===== src/rtl/mm_sched_pkg.sv =====
// mm_pkg: mode codes, controller state codes and scheduler states for mm_sched
package mm_pkg;

   typedef enum logic [2:0] {
      MODE_IDLE = 3'd0,
      MODE_AS   = 3'd1,
      MODE_SA   = 3'd2,
      MODE_SB   = 3'd3,
      MODE_BS   = 3'd4
   } mode_e;

   localparam logic [3:0] AS_WAITHASH = 4'd3;
   localparam logic [3:0] SA_WAITHASH = 4'd7;

   typedef enum logic [2:0] {
      S_IDLE,
      S_PREFETCH,
      S_LAUNCH,
      S_RUN,
      S_HASH,
      S_RELEASE,
      S_PARK
   } state_e;

   function automatic logic is_waithash(input logic [3:0] code);
      return code == AS_WAITHASH || code == SA_WAITHASH;
   endfunction

   function automatic logic mode_legal(input logic [2:0] m);
      return m >= 3'd1 && m <= 3'd4;
   endfunction

   // AS and SA consume an A-matrix chunk before the first block
   function automatic logic needs_prefetch(input logic [2:0] m);
      return m == 3'd1 || m == 3'd2;
   endfunction

endpackage


===== src/rtl/mm_sched_if.sv =====
// mm_sched_if: host command, hash generator and memory controller signals around the scheduler
interface mm_sched_if #(parameter int BLK_W = 10);
   logic             cmd_valid;
   logic             cmd_ready;
   logic [2:0]       cmd_mode;
   logic [BLK_W-1:0] cmd_blocks;
   logic             calc_init;
   logic [2:0]       mem_mode;
   logic [3:0]       ctrl_state;
   logic             hash_start;
   logic             hash_done;
   logic             hash_ready;
   logic             abort;
   logic             busy;
   logic             done;
   logic             err;
   logic [BLK_W-1:0] blk_cnt;

   modport master (
      output cmd_valid, cmd_mode, cmd_blocks, ctrl_state, hash_done, abort,
      input  cmd_ready, calc_init, mem_mode, hash_start, hash_ready, busy, done, err, blk_cnt
   );

   modport slave (
      input  cmd_valid, cmd_mode, cmd_blocks, ctrl_state, hash_done, abort,
      output cmd_ready, calc_init, mem_mode, hash_start, hash_ready, busy, done, err, blk_cnt
   );
endinterface


===== src/rtl/mm_sched_hash_watchdog.sv =====
// hash_watchdog: reloads on every hash request and flags expiry when hash_done never arrives
module hash_watchdog #(parameter int HASH_TIMEOUT = 4096) (
   input  logic clk,
   input  logic rst_n,
   input  logic start_i,
   input  logic clear_i,
   output logic expired_o
);
   localparam int CW = $clog2(HASH_TIMEOUT + 1);

   logic [CW-1:0] cnt_q, cnt_d;
   logic          armed_q, armed_d;

   // count down from the reload value; reaching zero while armed is the timeout
   always_comb begin
      cnt_d   = start_i ? CW'(HASH_TIMEOUT - 1) : (armed_q && cnt_q != '0) ? cnt_q - 1'b1 : cnt_q;
      armed_d = start_i | (armed_q & ~clear_i);
   end

   // counter and arm flag registers
   always_ff @(posedge clk) begin
      if (!rst_n) begin
         cnt_q   <= '0;
         armed_q <= 1'b0;
      end else begin
         cnt_q   <= cnt_d;
         armed_q <= armed_d;
      end
   end

   assign expired_o = armed_q && cnt_q == '0;
endmodule


===== src/rtl/mm_sched.sv =====
// mm_sched: sequences prefetch, launch, block counting, hash release and park for the matmul controller
module mm_sched
   import mm_pkg::*;
#(
   parameter int HASH_TIMEOUT = 4096,
   parameter int BLK_W        = 10
) (
   input logic       clk,
   input logic       rst_n,
   mm_sched_if.slave sif
);
   state_e           state_q, state_d;
   mode_e            mode_q, mode_d, mem_mode_q, mem_mode_d;
   logic [BLK_W-1:0] blocks_q, blocks_d, cnt_q, cnt_d, cnt_inc;
   logic             wait_q, boundary, expired, park_done, park_err, bad_cmd;
   logic             calc_init_q, calc_init_d, hash_start_q, hash_start_d;
   logic             hash_ready_q, hash_ready_d, done_q, done_d, err_q, err_d;

   assign boundary = is_waithash(sif.ctrl_state) && !wait_q;
   assign cnt_inc  = cnt_q + 1'b1;

   hash_watchdog #(.HASH_TIMEOUT(HASH_TIMEOUT)) u_wdog (
      .clk       (clk),
      .rst_n     (rst_n),
      .start_i   (hash_start_d),
      .clear_i   (state_d != S_PREFETCH && state_d != S_HASH),
      .expired_o (expired)
   );

   // next state: abort beats timeout, timeout beats hash_done, hash_done beats a block boundary
   always_comb begin
      state_d   = state_q;
      mode_d    = mode_q;
      blocks_d  = blocks_q;
      cnt_d     = cnt_q;
      park_done = 1'b0;
      park_err  = 1'b0;
      bad_cmd   = 1'b0;
      if (state_q == S_IDLE) begin
         if (sif.cmd_valid) begin
            if (!mode_legal(sif.cmd_mode) || sif.cmd_blocks == '0) bad_cmd = 1'b1;
            else begin
               mode_d   = mode_e'(sif.cmd_mode);
               blocks_d = sif.cmd_blocks;
               cnt_d    = '0;
               state_d  = needs_prefetch(sif.cmd_mode) ? S_PREFETCH : S_LAUNCH;
            end
         end
      end else if (sif.abort && state_q != S_PARK) state_d = S_PARK;
      else begin
         case (state_q)
            S_PREFETCH, S_HASH:
               if (expired) begin
                  state_d  = S_PARK;
                  park_err = 1'b1;
               end else if (sif.hash_done) state_d = state_q == S_HASH ? S_RELEASE : S_LAUNCH;
               else if (boundary && state_q == S_HASH) begin
                  state_d  = S_PARK;
                  park_err = 1'b1;
               end
            S_LAUNCH: state_d = S_RUN;
            S_RUN:
               if (boundary) begin
                  cnt_d = cnt_inc;
                  if (cnt_inc == blocks_q) begin
                     state_d   = S_PARK;
                     park_done = 1'b1;
                  end else if (!cnt_inc[0]) state_d = S_HASH;
               end
            S_RELEASE: begin
               state_d  = boundary ? S_PARK : S_RUN;
               park_err = boundary;
            end
            default: state_d = S_IDLE;
         endcase
      end
   end

   // registered pulses are decoded from the transition about to be taken
   always_comb begin
      calc_init_d  = state_d == S_LAUNCH || state_d == S_PARK;
      mem_mode_d   = state_d == S_LAUNCH ? mode_d : MODE_IDLE;
      hash_start_d = state_d != state_q && (state_d == S_PREFETCH || state_d == S_HASH);
      hash_ready_d = state_d == S_RELEASE;
      done_d       = park_done;
      err_d        = park_err | bad_cmd;
   end

   // state, command latches and output pulse registers
   always_ff @(posedge clk) begin
      if (!rst_n) begin
         state_q      <= S_IDLE;
         mode_q       <= MODE_IDLE;
         blocks_q     <= '0;
         cnt_q        <= '0;
         wait_q       <= 1'b0;
         calc_init_q  <= 1'b0;
         mem_mode_q   <= MODE_IDLE;
         hash_start_q <= 1'b0;
         hash_ready_q <= 1'b0;
         done_q       <= 1'b0;
         err_q        <= 1'b0;
      end else begin
         state_q      <= state_d;
         mode_q       <= mode_d;
         blocks_q     <= blocks_d;
         cnt_q        <= cnt_d;
         wait_q       <= is_waithash(sif.ctrl_state);
         calc_init_q  <= calc_init_d;
         mem_mode_q   <= mem_mode_d;
         hash_start_q <= hash_start_d;
         hash_ready_q <= hash_ready_d;
         done_q       <= done_d;
         err_q        <= err_d;
      end
   end

   assign sif.cmd_ready  = state_q == S_IDLE;
   assign sif.busy       = state_q != S_IDLE;
   assign sif.blk_cnt    = cnt_q;
   assign sif.calc_init  = calc_init_q;
   assign sif.mem_mode   = mem_mode_q;
   assign sif.hash_start = hash_start_q;
   assign sif.hash_ready = hash_ready_q;
   assign sif.done       = done_q;
   assign sif.err        = err_q;
endmodule

===== src/flat_wrapper.sv =====
// flat-port wrapper written by rule: the top's interface ports become plain ports
module mm_sched_flat import mm_pkg::*;
#(
   parameter int HASH_TIMEOUT = 4096,
   parameter int BLK_W        = 10
)
  (clk, rst_n, sif_cmd_valid, sif_cmd_mode, sif_cmd_blocks, sif_ctrl_state, sif_hash_done, sif_abort, sif_cmd_ready, sif_calc_init, sif_mem_mode, sif_hash_start, sif_hash_ready, sif_busy, sif_done, sif_err, sif_blk_cnt);
  mm_sched_if #(.BLK_W(BLK_W)) sif_i ();
  input logic clk;
  input logic rst_n;
  input wire logic [$bits(sif_i.cmd_valid)-1:0] sif_cmd_valid;
  input wire logic [$bits(sif_i.cmd_mode)-1:0] sif_cmd_mode;
  input wire logic [$bits(sif_i.cmd_blocks)-1:0] sif_cmd_blocks;
  input wire logic [$bits(sif_i.ctrl_state)-1:0] sif_ctrl_state;
  input wire logic [$bits(sif_i.hash_done)-1:0] sif_hash_done;
  input wire logic [$bits(sif_i.abort)-1:0] sif_abort;
  output wire logic [$bits(sif_i.cmd_ready)-1:0] sif_cmd_ready;
  output wire logic [$bits(sif_i.calc_init)-1:0] sif_calc_init;
  output wire logic [$bits(sif_i.mem_mode)-1:0] sif_mem_mode;
  output wire logic [$bits(sif_i.hash_start)-1:0] sif_hash_start;
  output wire logic [$bits(sif_i.hash_ready)-1:0] sif_hash_ready;
  output wire logic [$bits(sif_i.busy)-1:0] sif_busy;
  output wire logic [$bits(sif_i.done)-1:0] sif_done;
  output wire logic [$bits(sif_i.err)-1:0] sif_err;
  output wire logic [$bits(sif_i.blk_cnt)-1:0] sif_blk_cnt;
  assign sif_i.cmd_valid = sif_cmd_valid;
  assign sif_i.cmd_mode = sif_cmd_mode;
  assign sif_i.cmd_blocks = sif_cmd_blocks;
  assign sif_i.ctrl_state = sif_ctrl_state;
  assign sif_i.hash_done = sif_hash_done;
  assign sif_i.abort = sif_abort;
  assign sif_cmd_ready = sif_i.cmd_ready;
  assign sif_calc_init = sif_i.calc_init;
  assign sif_mem_mode = sif_i.mem_mode;
  assign sif_hash_start = sif_i.hash_start;
  assign sif_hash_ready = sif_i.hash_ready;
  assign sif_busy = sif_i.busy;
  assign sif_done = sif_i.done;
  assign sif_err = sif_i.err;
  assign sif_blk_cnt = sif_i.blk_cnt;
  mm_sched #(.HASH_TIMEOUT(HASH_TIMEOUT), .BLK_W(BLK_W)) u_core (.clk(clk), .rst_n(rst_n), .sif(sif_i));
endmodule

===== config.mk =====
export PLATFORM = sky130hd
export DESIGN_NAME = mm_sched_flat
export DESIGN_NICKNAME = d
export VERILOG_FILES = /design/src/rtl/mm_sched_pkg.sv /design/src/rtl/mm_sched_if.sv /design/src/rtl/mm_sched_hash_watchdog.sv /design/src/rtl/mm_sched.sv /design/src/flat_wrapper.sv
export SDC_FILE = /design/constraint.sdc
export NUM_CORES = 1
export LEC_CHECK = 0
export ABC_AREA = 1
export ABC_CLOCK_PERIOD_IN_PS = 2100
export BUFFER_PORTS_ARGS = -buffer_cell sky130_fd_sc_hd__clkbuf_2
export CAP_MARGIN = 20
export CORE_AREA = 8 8 84 86
export DETAILED_ROUTE_END_ITERATION = 12
export DIE_AREA = 0 0 92 94
export GPL_TIMING_DRIVEN = 0
export PLACE_DENSITY_LB_ADDON = 0.25
export REMOVE_ABC_BUFFERS = 1
export SLEW_MARGIN = 5
export SYNTH_ARGS = -nofsm -noshare
export SYNTH_HDL_FRONTEND = slang
export SYNTH_SLANG_ARGS = --single-unit

===== constraint.sdc =====
create_clock -name clk -period 2.1 [get_ports clk]
set_clock_uncertainty 0.2 [all_clocks]
set_input_delay 0.42 -clock clk [delete_from_list [all_inputs] [get_ports clk]]
set_output_delay 0.42 -clock clk [all_outputs]
set_load 0.005 [all_outputs]

==> results of run 1 <==
[kinds of logic (layout without fill, tap and decap cells)]
kind of cell | after synthesis | after routing | synth area share, %
AND/OR/NAND/NOR | 214 | 215 | 37.4
AO/OA/AOI/OAI | 67 | 67 | 15.5
buffers and inverters | 62 | 127 | 8.42
flip-flops | 49 | 49 | 34.9
XOR/XNOR | 6 | 6 | 1.87
multiplexers | 3 | 3 | 1.07
adder cells (fa/ha/maj) | 2 | 2 | 0.890
[repair_timing]
action / in CTS / in global routing
gates cloned: 1 / 1
pin swaps: 35 / 28
resized for setup: 66 / 40
buffers inserted: 23 / 11
setup endpoints to repair: 48 / 35
[state kept, by name, summed over array words and instances, names as in the netlist, 3 cells and up]
signal	cells
u_core.sif.mem_mode	3
u_core.sif.blk_cnt	10
u_core.state_q	3
u_core.mode_q	3
u_core.blocks_q	10
u_core.u_wdog.cnt_q	13
[per-layer routing]
metal	vias up	track usage [%]	wire, um
met5	-	0	0
met4	0	8.46	194
met3	22	3.04	326
met2	65	29.4	3760
met1	1336	20.1	3340
li1	1453	-	-
[how the worst max path moves through the flow]
| stage | startpoint | end | slack [ps] | cells after the start |
|---|---|---|---|---|
| floorplan | u_core.state_q[2] | u_core.sif.blk_cnt[2] | -530 | 5 |
| global placement | sif_cmd_blocks[6] | u_core.sif.blk_cnt[2] | -1240 | 9 |
| detailed placement | sif_cmd_blocks[6] | u_core.sif.blk_cnt[9] | -1090 | 9 |
| CTS | u_core.sif.blk_cnt[0] | u_core.u_wdog.cnt_q[9] | -350 | 18 |
| global route | u_core.sif.blk_cnt[0] | u_core.sif.mem_mode[1] | -570 | 18 |
| finish | u_core.sif.blk_cnt[0] | u_core.sif.mem_mode[0] | -410 | 17 |
[metrics by stage]
stage	cell area (um^2)	hold WS (ps)	utilization [%]	setup slack, ps	total power [W]
global placement	3060	254	53.2	-1240	0.00279
global route	3710	174	64.7	-568	0.00425
finish	3710	147	64.7	-408	0.00397
detailed placement	3070	266	53.4	-1090	0.00284
CTS	3550	149	61.8	-354	0.00373
floorplan	2770	237	-	-531	0.00248
[placed cells by master, fill, tap and decap left out, types with 3 or more instances in the layout]
master / n
nand2_1: 64
clkbuf_2: 40
inv_1: 38
dfxtp_1: 37
nor2_1: 31
nand2_2: 28
nand3_1: 26
a21oi_1: 21
buf_4: 20
o21ai_0: 16
nor2_4: 12
nor2_2: 12
a211oi_1: 9
nand3_2: 8
buf_6: 8
inv_2: 7
o21ai_2: 7
dfxtp_2: 7
xor2_1: 6
clkbuf_8: 5
dfxtp_4: 5
nor3_1: 4
nand2_4: 4
nand3_4: 4
nor3_4: 3
nor4_1: 3
or2_1: 3
clkinv_2: 3
mux2i_1: 3
nor3_2: 3
[tightest hold or removal path, cell delays in order]
cell,delay [ps]
clkbuf_2,80
nor2_1,30
inv_1,50
nor2_1,40
[area by class of cell]
class / count / share of cell area, %
Clock inverter: 2 / 0.269
Timing Repair Buffer: 68 / 11.9
Sequential cell: 49 / 27.1
Multi-Input combinational cell: 293 / 50.7
Tap cell: 75 / 2.53
Inverter: 51 / 5.56
Clock buffer: 6 / 1.95
[power by group through the flow]
stage          Sequential [W]  Clock (W)  Combinational [W]
4_1_cts               0.00137   0.000571            0.00179
2_1_floorplan         0.00133          0            0.00115
3_5_place_dp          0.00137          0            0.00147
6_report              0.00139   0.000560            0.00202
3_3_place_gp          0.00136          0            0.00143
5_1_grt               0.00142   0.000607            0.00222
==> results_dict.tcl, run 1 <==
set metrics [dict create \
    numCtsBuffers 5 \
    failed_checks "negative setup slack" \
    cts_hold_repair.buffers 0 \
    outcome "complete, but fails checks" \
    reg2reg_depth 17 \
    clockBufferDepth 2 \
    comb_power_share_pct 50.8 \
    drive_gt1_share_pct 41.4 \
    min_to "u_core.wait_q" \
    synth_area_leader_cell "dfxtp_1" \
    cts_tree "done" \
    grt_max_degree 26 \
    clk_latency_ps 310 \
    crit_top_cell "nand2_2" \
    synth_area_per_cell_um2 6.97 \
    wl_per_cell_um 14.0 \
    ys_types 43 \
    fin_crit_sh_pct 119 \
    grt.overflow.total 0 \
    cp_cell_sequence "ha_4 > nand2_8 > inv_4 > nor2_2 > nand2_1 > nand2_1 > nand3_2 > nor2_4 > nand4_4 > inv_2 > nand2_2 > nand3b_1 > nand2_2 > buf_4 > nor3_4 > nand2_2 > nor2_1" \
    grt_pass1_wl_mm 12.1 \
    hp-class "in -> reg" \
    path_clk_slew_ps 90 \
    cts_sinks 49 \
    fin_ws_ps -408 \
    fmax_ghz 0.399 \
    p_sw_share_pct 44.3 \
    start_kind "flop" \
    pwr-share-seq_pct 35.1 \
    seqCellArea_um2 1010 \
    hold_viol 0 \
    ff2ff_setup_slack_ps -410 \
    final_max_slew_viol_count 0 \
    period_minus_slack_ps 2510 \
    coreArea_um2 5750 \
    path_class "reg -> reg" \
    initialDrtViolationCount 107 \
    cp_top_family "simple AND/OR/NAND/NOR gates" \
    cp.required_ps 2150 \
    std_cell_rows 28 \
    layoutNonFillerInstCount 544 \
    die-area_um2 8650 \
    worst-path-max-fanout 4 \
    antenna_found_initial 0 \
    viasPerCell 5.29 \
    setup_violations 33 \
    drcViolationCount 0 \
    nNetsFinal 492 \
    power.net_switching_w 0.00176 \
    dp.cells 508 \
    cellLeakagePower_nw 1.57 \
    grt_pass1_vias 2700 \
    p_int_w 0.00221 \
    synth_cells 403 \
    worst_slew_pin_slew_ps 523 \
    yosys.area.top_type_share_pct 34.9 \
    totalWireLength_mm 7.62 \
    yosysWarnings 0 \
    clkPwrFrac_pct 14.1 \
    powerDensity_nw_per_um2 1070 \
    ios 42 \
    synth_seq_cells 49 \
    vias 2876 \
    synth-edff-count 0 \
    portBuffers 40 \
    die_w_um 92 \
    rsz0062_at_grt "yes" \
    multi_input_area_um2 1880 \
    finalSetupTns_ps -8090 \
    synth_area_leaders "dfxtp_1 35%, nand2_1 11%, nand3_1 6.1%, nor2_1 5.9%, inv_1 5.5%" \
    die_h_um 94 \
    dr.pass1.iters 4 \
    cts-root-buf "clkbuf_8" \
    timing.rr.start "u_core.sif.blk_cnt[0]" \
    cts_max_level 2 \
    cpPeakStageDelay_ps 370 \
    fillers 493 \
    critical_path_buf_inv_count 3 \
    initial_core_util_pct 48.9 \
    gp_congestion 0.880 \
    cp_slowest_cell "dfxtp_4" \
    ant_nets 0 \
    diodes 0 \
    async_reset_ff_share_pct 0 \
    end_kind "flop" \
    synth_ff_type "dfxtp_1" \
    hold_depth 4 \
    critPathArrivalTime_ps 2560 \
    synth_area_um2 2810 \
    ir_drop_mv 0.543 \
    cap_violations 0 \
    syn_to_final_growth_pct 32.2 \
    synthTopCellsByCount "84 x nand2_1, 49 x dfxtp_1, 44 x nor2_1" \
    yosysMostFrequentCell "nand2_1" \
    hp-start "sif_ctrl_state[3]" \
    slew_headroom_pct 65.2 \
    hpwl_mm 4.81 \
    synth.yosys.seq_area_share_pct 34.9 \
    r2r_end "u_core.sif.mem_mode[0]" \
    grt_usage_pct 17.1 \
]
(Power assumes the default switching activity.)
==> inputs of run 2 (changes only) <==
--- a/config.mk
+++ b/config.mk
@@ -9,9 +9,9 @@
 export ABC_CLOCK_PERIOD_IN_PS = 2100
 export BUFFER_PORTS_ARGS = -buffer_cell sky130_fd_sc_hd__clkbuf_2
 export CAP_MARGIN = 20
-export CORE_AREA = 8 8 84 86
+export CORE_AREA = 8 8 93 95
 export DETAILED_ROUTE_END_ITERATION = 12
-export DIE_AREA = 0 0 92 94
+export DIE_AREA = 0 0 101 103
 export GPL_TIMING_DRIVEN = 0
 export PLACE_DENSITY_LB_ADDON = 0.25
 export REMOVE_ABC_BUFFERS = 1
==> results_dict.tcl, run 2 (synthesis results as in run 1) <==
set metrics [dict create \
    crit_top_cell "nand2_2" \
    die_w_um 101 \
    hpwl_mm 4.87 \
    numCtsBuffers 5 \
    finalPower_w 0.00393 \
    worst_slew_pin_slew_ps 518 \
    portBuffers 40 \
    cellLeakagePower_nw 1.61 \
    totalWireLength_mm 7.68 \
    outcome "complete, but fails checks" \
    powerDensity_nw_per_um2 1030 \
    grt_usage_pct 14.6 \
    failed_checks "negative setup slack" \
    largest_reg_flops 13 \
    critical_path_buf_inv_count 2 \
    cts_sinks 49 \
    std_cell_rows 31 \
    place_area_um2 3100 \
    dr.pass1.iters 4 \
    critPathArrivalTime_ps 2530 \
    slew_headroom_pct 65.5 \
    grt_max_degree 26 \
    end_kind "flop" \
    clk_latency_ps 310 \
    die-area_um2 10400 \
    grt_pass1_vias 2714 \
    antenna_found_initial 0 \
    path_clk_slew_ps 90 \
    initialDrtViolationCount 148 \
    cp_cell_sequence "buf_6 > nand3_4 > nor2_4 > nand2_2 > nand3_1 > nand2_1 > nor2_2 > nand4_4 > inv_2 > nand2_2 > nand3b_1 > nand2_2 > nor2_4 > nor2_4 > nand2_4 > nand2_2 > a21oi_1" \
    final_max_slew_viol_count 0 \
    layout_commonest_cell "nand2_1" \
    diodes 0 \
    finalSetupTns_ps -7310 \
    cp_slowest_cell "dfxtp_4" \
    cts_tree "done" \
    drcViolationCount 0 \
    grt.overflow.total 0 \
    fin_ws_ps -406 \
    cpPeakStageDelay_ps 380 \
    cap_violations 0 \
    drive_gt1_share_pct 42.1 \
    period_minus_slack_ps 2510 \
    start_kind "flop" \
    initial_core_util_pct 39.4 \
    fmax_ghz 0.399 \
    ios 42 \
    rsz0062_at_grt "yes" \
    post-route-cell-area_um2 3820 \
    setup_violations 24 \
    ff2ff_setup_slack_ps -410 \
    cp.required_ps 2120 \
    fin_crit_sh_pct 119 \
    die_h_um 103 \
    syn_to_final_growth_pct 36.1 \
    gp_congestion 0.899 \
    coreArea_um2 7140 \
    grt_pass1_wl_mm 12.3 \
    dp_slack_ps -1120 \
    top_register "u_core.u_wdog.cnt_q" \
    cts-root-buf "clkbuf_8" \
    cts_hold_repair.buffers 0 \
    path_class "reg -> reg" \
    hp-class "in -> reg" \
    viasPerCell 4.96 \
    vias 2859 \
    ant_nets 0 \
    clockBufferDepth 2 \
    wl_per_cell_um 13.3 \
    hold_viol 0 \
    cts_max_level 2 \
    cp_top_family "simple AND/OR/NAND/NOR gates" \
    nNetsFinal 500 \
    ir_drop_mv 0.592 \
    most-common-layout-cells "63 x nand2_1, 40 x clkbuf_2, 38 x inv_1, 38 x dfxtp_1, 34 x nor2_1" \
    worst-path-max-fanout 5 \
]
-- run 2: changes by cell type in the layout (fill, tap and decap cells not counted), sizes merged --
cell and change:
buf +8, clkbuf +2, clkinv -2
-- run 2: worst reg2reg max path, delay by kind of cell (launching register included) --
kind                   cells  cell delay (ps)
AOI/OAI and AO/OA          1              130
buffers and inverters      2              190
DFF                        1              380
and+or+nand+nor           14             1520
-- run 2: worst paths after layout --
path	start	to	cells past startpoint
setup / recovery	u_core.sif.blk_cnt[0]	u_core.u_wdog.cnt_q[3]	17
hold / removal	sif_ctrl_state[3]	u_core.wait_q	4
setup reg to reg	u_core.sif.blk_cnt[0]	u_core.u_wdog.cnt_q[3]	17
hold reg to reg	u_core.blocks_q[6]	u_core.blocks_q[6]	2
-- run 2: what timing repair did --
| item | in CTS | in global routing |
|---|---|---|
| setup buffers | 30 | 12 |
| endpoints found under the hold margin | 0 | 0 |
| setup endpoints to repair | 48 | 34 |
| pin swaps | 31 | 34 |
| resized for setup | 47 | 60 |
| cloned | 1 | 1 |
-- run 2: final cells by class --
type | count | area, um^2
well taps | 99 | 124
repair buffers | 76 | 515
fillers | 673 | 3310
clock buffers | 8 | 80.1
inverters | 51 | 199
flip-flops and latches | 49 | 1010
multi-input cells | 293 | 1900
-- run 2: metal layers --
metal	track usage, %	vias up	part of all wire, %
li1	-	1469	-
met1	17.8	1325	44
met2	25.4	59	50
met3	2.30	6	4.0
met4	5.38	0	1.4
met5	0	-	0
-- run 2: stage by stage --
step | instances | hold slack [ps] | utilization, %
after global routing | 576 | 182 | 53.6
after global placement | 531 | 254 | 43.3
after CTS | 570 | 158 | 50.1
after floorplan | 392 | 237 | -
final | 576 | 157 | 53.6
after detailed placement | 532 | 263 | 43.4
-- run 2: power by group --
group | leakage (nW) | internal [W] | total, W | switching, W
combinational | 1.16 | 0.000842 | 0.00202 | 0.00118
clock | 0.0395 | 0.000238 | 0.000546 | 0.000309
sequential | 0.406 | 0.00115 | 0.00136 | 0.000209
total | 1.61 | 0.00223 | 0.00393 | 0.00170
